[src/rtl/clock_disp_pkg.sv]
// Shared display constants for the clock/date display path.
// Used by counter2bcd (producer of the eight_segment word) and by
// seg_scan_driver / bcd_to_7seg (consumer). Glyphs are active-high, a = bit 0.
package clock_disp_pkg;

  localparam logic [3:0] DIGIT_DASH  = 4'hA;
  localparam logic [3:0] DIGIT_BLANK = 4'hF;
  localparam logic       DP_ON       = 1'b0;

  localparam logic [6:0] SEG_0    = 7'h3F;
  localparam logic [6:0] SEG_1    = 7'h06;
  localparam logic [6:0] SEG_2    = 7'h5B;
  localparam logic [6:0] SEG_3    = 7'h4F;
  localparam logic [6:0] SEG_4    = 7'h66;
  localparam logic [6:0] SEG_5    = 7'h6D;
  localparam logic [6:0] SEG_6    = 7'h7D;
  localparam logic [6:0] SEG_7    = 7'h07;
  localparam logic [6:0] SEG_8    = 7'h7F;
  localparam logic [6:0] SEG_9    = 7'h6F;
  localparam logic [6:0] SEG_DASH = 7'h40;
  localparam logic [6:0] SEG_OFF  = 7'h00;

endpackage

[src/rtl/seg_scan_driver_bcd_to_7seg.sv]
// bcd_to_7seg: combinational nibble -> 7-segment glyph (active-high, a = bit 0).
// Ports:
//   nib   in  4  BCD digit or glyph code (A = dash, B..F = blank)
//   glyph out 7  segment pattern
module bcd_to_7seg
  import clock_disp_pkg::*;
(
  input  logic [3:0] nib,
  output logic [6:0] glyph
);

  always_comb begin
    glyph = SEG_OFF;
    case (nib)
      4'h0:       glyph = SEG_0;
      4'h1:       glyph = SEG_1;
      4'h2:       glyph = SEG_2;
      4'h3:       glyph = SEG_3;
      4'h4:       glyph = SEG_4;
      4'h5:       glyph = SEG_5;
      4'h6:       glyph = SEG_6;
      4'h7:       glyph = SEG_7;
      4'h8:       glyph = SEG_8;
      4'h9:       glyph = SEG_9;
      DIGIT_DASH: glyph = SEG_DASH;
      default:    glyph = SEG_OFF;
    endcase
  end

endmodule

[src/rtl/seg_scan_driver.sv]
// seg_scan_driver: time-multiplexed 8-digit 7-segment scanner.
// Latches the 40-bit eight_segment word (8 nibbles + 8 active-low DP bits) once
// per frame, scans one digit per dwell with a leading ghost-blanking window,
// and blinks selected digits from a free-running blink phase.
// Ports:
//   clk           in   1   system clock
//   rst_n         in   1   async active-low reset
//   eight_segment in   40  [39:8] nibbles (digit i = [4i+11:4i+8]), [7:0] dp (0 = lit)
//   blink_mask    in   8   bit i = 1: digit i blinks
//   an            out  8   anode enables (an[i] = digit i)
//   seg           out  7   segments a..g
//   dp            out  1   decimal point of active digit
//   frame_start   out  1   pulse when a new frame is latched
module seg_scan_driver
  import clock_disp_pkg::*;
#(
  parameter int CLK_HZ         = 100_000_000,
  parameter int DIGIT_HZ       = 1000,
  parameter int BLANK_CYCLES   = 100,
  parameter int BLINK_HZ       = 2,
  parameter bit AN_ACTIVE_LOW  = 1'b1,
  parameter bit SEG_ACTIVE_LOW = 1'b1
) (
  input  logic        clk,
  input  logic        rst_n,
  input  logic [39:0] eight_segment,
  input  logic [7:0]  blink_mask,
  output logic [7:0]  an,
  output logic [6:0]  seg,
  output logic        dp,
  output logic        frame_start
);

  localparam int DIV       = CLK_HZ / DIGIT_HZ;
  localparam int PW        = (DIV > 1) ? $clog2(DIV) : 1;
  localparam int BLINK_DIV = CLK_HZ / (2 * BLINK_HZ);
  localparam int BW        = (BLINK_DIV > 1) ? $clog2(BLINK_DIV) : 1;

  localparam logic [7:0] AN_IDLE  = AN_ACTIVE_LOW  ? 8'hFF : 8'h00;
  localparam logic [6:0] SEG_IDLE = SEG_ACTIVE_LOW ? 7'h7F : 7'h00;
  localparam logic       DP_IDLE  = SEG_ACTIVE_LOW;

  generate
    if (BLANK_CYCLES >= DIV) begin : g_bad_blank
      $error("seg_scan_driver: BLANK_CYCLES must be smaller than CLK_HZ/DIGIT_HZ");
    end
  endgenerate

  logic [PW-1:0] prescaler_q, prescaler_d;
  logic [2:0]    index_q, index_d;
  logic [BW-1:0] blink_cnt_q, blink_cnt_d;
  logic          blink_ph_q, blink_ph_d;
  logic [39:0]   frame_q, frame_d;
  logic [7:0]    mask_q, mask_d;
  logic [7:0]    an_q, an_d;
  logic [6:0]    seg_q, seg_d;
  logic          dp_q, dp_d;
  logic          frame_start_q, frame_start_d;

  logic          latch;
  logic [39:0]   frame_cur;
  logic [7:0]    mask_cur;
  logic [31:0]   digits;
  logic [3:0]    nib;
  logic [6:0]    glyph;
  logic          dark;
  logic [7:0]    an_act;
  logic          dp_act;

  bcd_to_7seg u_dec (
    .nib   (nib),
    .glyph (glyph)
  );

  always_comb begin
    latch         = (prescaler_q == '0) && (index_q == 3'd0);
    // The latch cycle already displays the incoming word so the frame that
    // starts here is drawn entirely from one coherent sample.
    frame_cur     = latch ? eight_segment : frame_q;
    mask_cur      = latch ? blink_mask : mask_q;
    digits        = frame_cur[39:8];
    nib           = digits[{index_q, 2'b00} +: 4];
    dark          = mask_cur[index_q] & blink_ph_q;

    prescaler_d   = prescaler_q + 1'b1;
    index_d       = index_q;
    if (prescaler_q == PW'(DIV - 1)) begin
      prescaler_d = '0;
      index_d     = index_q + 3'd1;
    end

    blink_cnt_d   = blink_cnt_q + 1'b1;
    blink_ph_d    = blink_ph_q;
    if (blink_cnt_q == BW'(BLINK_DIV - 1)) begin
      blink_cnt_d = '0;
      blink_ph_d  = ~blink_ph_q;
    end

    frame_d       = frame_cur;
    mask_d        = mask_cur;
    frame_start_d = latch;

    an_act        = 8'h00;
    if ((prescaler_q >= PW'(BLANK_CYCLES)) && !dark) an_act = 8'b1 << index_q;
    dp_act        = (frame_cur[index_q] == DP_ON) && !dark;

    an_d          = AN_ACTIVE_LOW  ? ~an_act : an_act;
    seg_d         = SEG_ACTIVE_LOW ? ~glyph  : glyph;
    dp_d          = SEG_ACTIVE_LOW ? ~dp_act : dp_act;
  end

  always_ff @(posedge clk or negedge rst_n) begin
    if (!rst_n) begin
      prescaler_q   <= '0;
      index_q       <= 3'd0;
      blink_cnt_q   <= '0;
      blink_ph_q    <= 1'b0;
      frame_q       <= 40'hFF_FFFF_FFFF;
      mask_q        <= 8'h00;
      an_q          <= AN_IDLE;
      seg_q         <= SEG_IDLE;
      dp_q          <= DP_IDLE;
      frame_start_q <= 1'b0;
    end else begin
      prescaler_q   <= prescaler_d;
      index_q       <= index_d;
      blink_cnt_q   <= blink_cnt_d;
      blink_ph_q    <= blink_ph_d;
      frame_q       <= frame_d;
      mask_q        <= mask_d;
      an_q          <= an_d;
      seg_q         <= seg_d;
      dp_q          <= dp_d;
      frame_start_q <= frame_start_d;
    end
  end

  assign an          = an_q;
  assign seg         = seg_q;
  assign dp          = dp_q;
  assign frame_start = frame_start_q;

endmodule

[config.mk]
export PLATFORM = sky130hd
export DESIGN_NAME = seg_scan_driver
export DESIGN_NICKNAME = d
export VERILOG_FILES = /design/src/rtl/clock_disp_pkg.sv /design/src/rtl/seg_scan_driver_bcd_to_7seg.sv /design/src/rtl/seg_scan_driver.sv
export SDC_FILE = /design/constraint.sdc
export NUM_CORES = 1
export LEC_CHECK = 0
export ABC_AREA = 1
export CAP_MARGIN = 25
export CORE_ASPECT_RATIO = 0.8
export CORE_MARGIN = 2
export CORE_UTILIZATION = 39
export CTS_CLUSTER_DIAMETER = 80
export DETAILED_ROUTE_END_ITERATION = 8
export DONT_BUFFER_PORTS = 1
export PLACE_DENSITY = 0.6
export SYNTH_ARGS = -nofsm -noshare
export SYNTH_HDL_FRONTEND = slang
export SYNTH_SLANG_ARGS = --single-unit
[constraint.sdc]
create_clock -name clk -period 3.7 [get_ports clk]
set_input_delay 0.185 -clock clk [delete_from_list [all_inputs] [get_ports clk]]
set_output_delay 0.185 -clock clk [all_outputs]
set_load 0.005 [all_outputs]
==> results.ini, run 1 <==
[placement]
portBuffers=0
place.gp.congestion=0.8758
dp_hpwl_um=8908
postPlaceCellArea_mm2=0.005906
post-place-ws_ps=910.0

[global_routing]
grt_pass1_wl_um=22070
antenna_found_initial=1
grt_pass1_vias=4472
grt.overflow.total=0
grtUsageTotal=0.1746
grt_max_degree=112

[route]
via_per_inst=5.004
routedWlPerCell_um=14.18
drt_iter0_markers=296
vias=4699
drc=0
drtPass1Iterations=5
ant_nets=0
drt_wl_total_um=13320

[setup_path]
cp_top_family=simple AND/OR/NAND/NOR gates
slowest_delay_ps=380
critPathSlowestCell=dfrtp_1
critPathArrivalTime_ps=3110
cp-end-kind=flop
crit_type=reg -> reg
rr_worst_depth=19
path_cells=inv_1 > ha_1 > inv_1 > nor2_1 > nand2_1 > nor2_4 > nand2_4 > buf_4 > nand2_1 > nand3_1 > nand3_1 > nand3_1 > nand2_1 > inv_1 > ha_1 > inv_1 > nand3_1 > nand3_1 > nand2_1
cp_common_cell=nand3_1
timing.reg2reg.setup_slack_ps=880
required_ps=3990
critical_path_buf_inv_count=5
rr_endpoint=seg[5]
start_kind=flop
rr_startpoint=index_q[0]
cp_max_fo=32

[clock_network]
cts_setup_buffers=0
cts_buffers=9
htreeDepth=3
clkSlewWorstSetupHoldPaths_ps=70
numClockSinks=111
cts_tree=built
ctsLongestPathBuffers=2
clock_latency_ps=360
ctsRootBufferMaster=clkbuf_16

[floorplanning]
fp.dieH_um=112.6
die_w_um=139.7
rows=39
dieArea_mm2=0.01573
initial_utilization=0.4008
io_pins=67
core_area_mm2=0.01435

[cells_and_area]
area_delta_synth_final_pct=16.45
layout-drive-gt1-share=0.1434
design_area_mm2=0.006695
nFillCells=1397
multi_input_area_mm2=0.002422
register_area_mm2=0.002848
nets=812

[timing]
fin_tns_setup_ps=0
finClkSkew_ps=14.07
fmax_ghz=0.3543
rsz0062_at_grt=false
tightest_slew_ps=809.0
relSlewSlack=0.4557
setup_viol=0
whs_ps=24.88
fin_ws_ps=877.1
slew_viol_final=0
report.final.hold_viol_count=0
min_period_ps=2823
min_period_over_period=0.7629

[yosys]
synth_top_family_by_area=simple AND/OR/NAND/NOR gates
synth-adder-area-share=0.03047
synth_cell_types=39
synthCells=702
synthMuxAreaShare=0
synthArstFlopShare=1.000
yosysWarnings=0
synth_edf_count=0
synth_xor_area_frac=0.01828
syn-cell-area_mm2=0.005749
syn_avg_cell_area_um2=8.190
synth_compound_area_frac=0.05593
synth-seq-cells=111
ys_seq_area_frac=0.4953
synth-simple-area-share=0.3166
syn-num-nets=766
synth-main-ff-cell=dfstp_2

[min_path]
hold_start=eight_segment[23]
hold_end=frame_q[23]
min_path_type=in -> reg
hold_depth=2

[status]
outcome=finished, final reports clean

[pwr]
ir_drop_mv=0.2607
power.density_mw_per_mm2=360.8
power_mw=2.416
p_leak_nw=3.185

[job]
drv_cap=0

[area by class of cell]
cell class                 instances  area share
antenna                            2   0.0007475
clock buffer                      11     0.03476
clock inverter                     5    0.009531
inverter                          92     0.05158
multi-input combinational        479      0.3618
sequential                       111      0.4253
tap                              184     0.03439
timing repair buffer              55     0.08185
[what timing repair did]
item,4_1_cts,5_1_grt
hold buffers,47,0
gates resized for setup,0,0
hold endpoints to repair,156,0
endpoints found under the setup margin,0,0
[worst register-to-register path, stage by stage, from the launching register on]
cell	delay, ps
dfrtp_1	380
inv_1	70
ha_1	170
inv_1	40
nor2_1	150
nand2_1	120
nor2_4	150
nand2_4	200
buf_4	340
nand2_1	120
nand3_1	80
nand3_1	100
nand3_1	80
nand2_1	180
inv_1	90
ha_1	200
inv_1	70
nand3_1	80
nand3_1	90
nand2_1	50
[synthesized netlist by cell type, types with 2 or more instances]
cell	n	area share
nand2_1	183	0.12
o21ai_0	13	0.011
nor2_2	3	0.0033
buf_2	8	0.0070
inv_1	88	0.057
a21oi_1	18	0.016
o21a_1	2	0.0026
xnor2_1	2	0.0030
xor2_1	10	0.015
nand2_4	2	0.0039
ha_1	14	0.030
nor2_4	2	0.0039
nand4_1	12	0.013
nor3_1	12	0.010
buf_4	3	0.0039
buf_1	2	0.0013
nor4_1	6	0.0065
nor2_1	53	0.035
inv_2	4	0.0026
nor3b_1	2	0.0026
nand3_1	112	0.097
a211oi_1	4	0.0052
dfstp_2	56	0.26
dfrtp_1	55	0.24
nand3_2	3	0.0052
buf_6	5	0.0098
clkbuf_1	2	0.0013
nand3_4	2	0.0061
o21ai_1	2	0.0017
o21ai_2	7	0.011
nand2_2	4	0.0044
o211ai_1	4	0.0052
[how the worst max path moves through the flow]
stage                     startpoint  endpoint  slack (ps)  depth (start not counted)
after floorplan           index_q[0]    seg[5]         760                         22
after global placement    index_q[0]    seg[5]        1010                         19
after detailed placement  index_q[0]    seg[5]         910                         19
after CTS                 index_q[0]    seg[5]         890                         19
after global routing      index_q[0]    seg[5]         540                         19
final                     index_q[0]    seg[5]         880                         19
[logic make-up after synthesis]
logic type,after synthesis
adder cells (fa/ha/maj),14
AO/OA/AOI/OAI,53
AND/OR/NAND/NOR,400
buffers and inverters,112
XOR/XNOR,12
flip-flops,111
[state kept, by name (all words and copies together), names as in the netlist]
| signal | count |
|---|---|
| mask_q | 8 |
| blink_cnt_q | 25 |
| seg | 7 |
| an | 8 |
| frame_q | 40 |
| index_q | 3 |
| frame_start | 1 |
| dp | 1 |
| prescaler_q | 17 |
| blink_ph_q | 1 |
[per-layer routing]
metal | global-route usage | share of wire
met1 | 0.2447 | 0.48
met2 | 0.2702 | 0.45
met3 | 0.04735 | 0.054
met4 | 0.04400 | 0.010
met5 | 0 | 0
[layout by cell type, fill, tap and decap left out, drive strengths merged, types with 2 or more instances in the layout]
cell	n
ha	14
o211ai	4
nand2	189
clkbuf	11
diode	2
buf	9
nor4	6
o21a	2
nor3	12
dfrtp	55
nand4	12
nor3b	3
o21ai	22
inv	95
a21oi	18
nand3	117
xnor2	2
dfstp	56
xor2	10
a211oi	4
nor2	58
dlygate4sd3	46
[power breakdown]
part	switching [mW]	leakage, nW	internal (mW)
clock network	0.456	0.146	0.535
registers	0.0112	1.31	1.27
logic	0.0803	1.73	0.0640
[stage by stage]
step,std cells,utilization
4_1_cts,937,0.4663
2_1_floorplan,702,-
5_1_grt,938,0.4665
6_report,939,0.4667
3_3_place_gp,874,0.4117
3_5_place_dp,874,0.4117
Power figures use the tool's default switching activity.
==> inputs of run 2 (changes only) <==
clock period = 2.9 ns   (was 3.7 ns; I/O delays follow)
==> results.ini, run 2 (synthesis results as in run 1) <==
[status]
outcome=finished, final reports clean

[floorplanning]
core_area_mm2=0.01435
dieArea_mm2=0.01573
die_w_um=139.7
fp.dieH_um=112.6
io_pins=67
rows=39
initial_utilization=0.4008

[cells_and_area]
top_register=frame_q
nFillCells=1368
area_delta_synth_final_pct=17.45
reg_top3=frame_q x40, blink_cnt_q x25, prescaler_q x17
nets=818
largest_reg_flops=40
final_common_cell=nand2_1
register_area_mm2=0.002848
mostFrequentLayoutCells=nand2_1 (183), nand3_1 (112), inv_1 (88)
multi_input_area_mm2=0.002442
layout-drive-gt1-share=0.1476

[timing]
whs_ps=380.1
finClkSkew_ps=6.283
rsz0062_at_grt=false
relSlewSlack=0.4085
tightest_slew_ps=879.1
fin_tns_setup_ps=0
slew_viol_final=0
fmax_ghz=0.3909
min_period_ps=2558
report.final.hold_viol_count=0
setup_viol=0
min_period_over_period=0.8820

[job]
drv_cap=0

[setup_path]
cp-end-kind=flop
required_ps=3210
crit_type=reg -> reg
start_kind=flop
critPathArrivalTime_ps=2860
cp_max_fo=22

[clock_network]
cts_buffers=9
htreeDepth=3
clock_latency_ps=360
ctsLongestPathBuffers=2
cts_tree=built
clkSlewWorstSetupHoldPaths_ps=70
numClockSinks=111
ctsRootBufferMaster=clkbuf_16

[global_routing]
grtUsageTotal=0.1823
grt_pass1_vias=4742
grt.overflow.total=0
grt_pass1_wl_um=23040
grt_max_degree=112
antenna_found_initial=3

[pwr]
ir_drop_mv=0.3344
p_leak_nw=3.208
power.density_mw_per_mm2=448.0

[route]
drt_iter0_markers=326
routedWlPerCell_um=14.50
via_per_inst=5.106
drtPass1Iterations=5
ant_nets=0
drc=0
drt_wl_total_um=13720
vias=4830

[placement]
dp_hpwl_um=9177
place.gp.congestion=0.8755
portBuffers=0

[min_path]
min_path_type=in -> async

run 2: changes by cell type in the layout (fill, tap and decap cells not counted):
cell           change
clkbuf_8           +1
inv_4              +1
dlygate4sd3_1      +3
inv_6              -1
buf_4              +1
bufinv_16          -1
nand2_8            +1
clkbuf_1           -1
diode_2            +1
clkinv_4           +1
buf_6              +1
run 2: worst max-delay path: stages, from the launching register on:
cell and delay (ps):
dfrtp_1 380, inv_1 80, ha_1 160, inv_1 40, nor2_1 140, nand2_1 110, nor2_4 180, buf_6 230
nand3_1 140, nand3_1 110, nand3_1 90, nand3_1 100, nand2_1 140, inv_1 140, ha_1 180, inv_1 60
nand3_1 70, nand3_1 70, nand2_1 60
run 2: report_power, final:
part	switching, mW	internal, mW
clock network	0.586	0.617
registers	0.0143	1.62
logic	0.103	0.0844
total	0.704	2.32
run 2: final cells by class:
cell class,instances,share of cell area
tap,184,0.03409
multi-input combinational,480,0.3617
timing repair buffer,60,0.08838
clock inverter,5,0.005929
clock buffer,11,0.03595
inverter,92,0.05114
sequential,111,0.4217
antenna,3,0.001112
run 2: path summary, 6_finish.rpt:
| kind | cells after the start | slack, ps | endpoint | startpoint |
|---|---|---|---|---|
| setup / recovery | 18 | 340 | seg[5] | index_q[0] |
| hold / removal | 2 | 380 | mask_q[6] | rst_n |
| setup reg to reg | 18 | 340 | seg[5] | index_q[0] |
| hold reg to reg | 1 | 460 | blink_cnt_q[0] | blink_cnt_q[0] |
| max in group asynchronous | 2 | 2070 | seg[0] | rst_n |
| min in group clk | 3 | 460 | frame_q[2] | eight_segment[2] |
run 2: layer usage:
layer	global-route usage	share of wire	vias up
met1	0.2371	0.47	2351
met5	0	0	-
met4	0.04333	0.0070	0
met3	0.05375	0.050	8
met2	0.3021	0.47	107
li1	-	-	2364
run 2: what timing repair did:
item | CTS | global route
endpoints found under the setup margin | 0 | 4
endpoints found under the hold margin | 159 | 0
resized for setup | 0 | 2
setup buffers | 0 | 1
hold buffers | 50 | 0
run 2: per-stage QoR:
stage	setup slack [ps]	std cells	power [mW]	utilization	instance area (µm²)
floorplan	102.1	702	1.737	-	5751
global placement	369.3	875	1.753	0.4122	5913
detailed placement	276.4	875	1.758	0.4122	5913
CTS	257.9	941	3.068	0.4680	6714
global route	2.705	945	3.167	0.4705	6750
finish	342.1	946	3.025	0.4707	6753
==> inputs of run 3 (changes only) <==
PLACE_DENSITY = not set   (was 0.6)
PLACE_DENSITY_LB_ADDON = 0.12   (was not set)
==> results.ini, run 3 (synthesis results as in run 1) <==
[clock_network]
clock_latency_ps=360
htreeDepth=3
numClockSinks=111
cts_buffers=9
ctsRootBufferMaster=clkbuf_16
clkSlewWorstSetupHoldPaths_ps=70
cts_tree=built
ctsLongestPathBuffers=2
cts_resized=0

[route]
drc=0
routedWlPerCell_um=14.42
ant_nets=0
drt_iter0_markers=282
drt_wl_total_um=13610
vias=4639
via_per_inst=4.914
drtPass1Iterations=5

[setup_path]
rr_startpoint=index_q[0]
timing.reg2reg.setup_slack_ps=330
critPathArrivalTime_ps=2860
required_ps=3190
cp_max_fo=19
crit_type=reg -> reg
rr_worst_depth=19
cp-end-kind=flop
start_kind=flop
rr_endpoint=seg[5]

[timing]
rsz0062_at_grt=false
min_period_ps=2569
fmax_ghz=0.3893
fin_tns_setup_ps=0
tightest_slew_ps=832.5
min_period_over_period=0.8858
finClkSkew_ps=10.05
relSlewSlack=0.4399
slew_viol_final=0
setup_viol=0
whs_ps=455.2
fin_ws_ps=331.2
report.final.hold_viol_count=0

[cells_and_area]
nFillCells=1405
largest_reg_flops=40
area_delta_synth_final_pct=17.54
register_area_mm2=0.002848
final_common_cell=nand2_1
mostFrequentLayoutCells=nand2_1 (183), nand3_1 (112), inv_1 (88)
layout-drive-gt1-share=0.1489
layout.cells.non_filler=944
reg_top3=frame_q x40, blink_cnt_q x25, prescaler_q x17
top_register=frame_q
nets=818
multi_input_area_mm2=0.002422

[floorplanning]
core_area_mm2=0.01435
dieArea_mm2=0.01573
rows=39
die_w_um=139.7
io_pins=67
fp.dieH_um=112.6
initial_utilization=0.4008

[status]
outcome=finished, final reports clean

[global_routing]
antenna_found_initial=2
grt_pass1_vias=4629
grt.overflow.total=0
grt_pass1_wl_um=22990
grt_max_degree=112
grtUsageTotal=0.1829

[job]
drv_cap=0

[placement]
dp_hpwl_um=9309
place.gp.congestion=0.8548
post-place-cells=877
portBuffers=0
post-place-ws_ps=314.7

[pwr]
p_leak_nw=3.214
power.density_mw_per_mm2=457.2
ir_drop_mv=0.3256

[min_path]
min_path_type=in -> async

[run 3: worst max-delay path by stage]
stage | startpoint | endpoint | slack (ps) | cells after the start
after floorplan | index_q[0] | seg[5] | 100 | 22
after global placement | prescaler_q[11] | seg[5] | 420 | 16
after detailed placement | index_q[0] | seg[5] | 310 | 19
after CTS | index_q[0] | seg[5] | 300 | 19
after global routing | prescaler_q[11] | seg[5] | 20 | 16
final | index_q[0] | seg[5] | 330 | 19
[run 3: where the power goes]
part | internal (mW) | total [mW] | switching, mW
clock | 0.672 | 1.27 | 0.599
combinational | 0.0843 | 0.187 | 0.102
sequential | 1.62 | 1.63 | 0.0135
total | 2.38 | 3.09 | 0.714
[run 3: layout make-up]
class,instances,area share
antenna,1,0.0003703
clock buffer,11,0.03907
clock inverter,5,0.006665
inverter,92,0.05110
multi-input combinational,479,0.3585
sequential,111,0.4214
tap,184,0.03407
timing repair buffer,61,0.08887
[run 3: worst max-delay path, cell delays in order (launching register included)]
cell,delay [ps]
dfrtp_1,380
inv_1,70
ha_1,160
inv_1,40
nor2_1,150
nand2_1,110
nor2_4,140
nand2_4,90
buf_4,220
nand2_1,100
nand3_1,80
nand3_1,100
nand3_1,80
nand2_1,190
inv_1,90
ha_1,210
inv_1,70
nand3_1,70
nand3_1,80
nand2_1,50
[run 3: timing repair]
action                                 CTS  global route
setup endpoints to repair                0             1
setup buffers                            0             0
hold buffers                            50             0
endpoints found under the hold margin  159             0
[run 3: through the flow]
step | util | power [mW] | cell area (µm²)
after floorplan | - | 1.737 | 5751
after global placement | 0.4132 | 1.753 | 5928
after detailed placement | 0.4132 | 1.756 | 5928
after CTS | 0.4709 | 3.143 | 6755
after global routing | 0.4709 | 3.228 | 6755
final | 0.4710 | 3.090 | 6758
[run 3: per-layer routing]
metal / wire (µm) / share of wire / up-vias / global-route usage
li1: - / - / 2369 / -
met1: 6645 / 0.49 / 2168 / 0.2501
met2: 6201 / 0.46 / 85 / 0.2901
met3: 597 / 0.044 / 15 / 0.05119
met4: 156 / 0.011 / 2 / 0.04467
met5: 11 / 0.00081 / - / 0
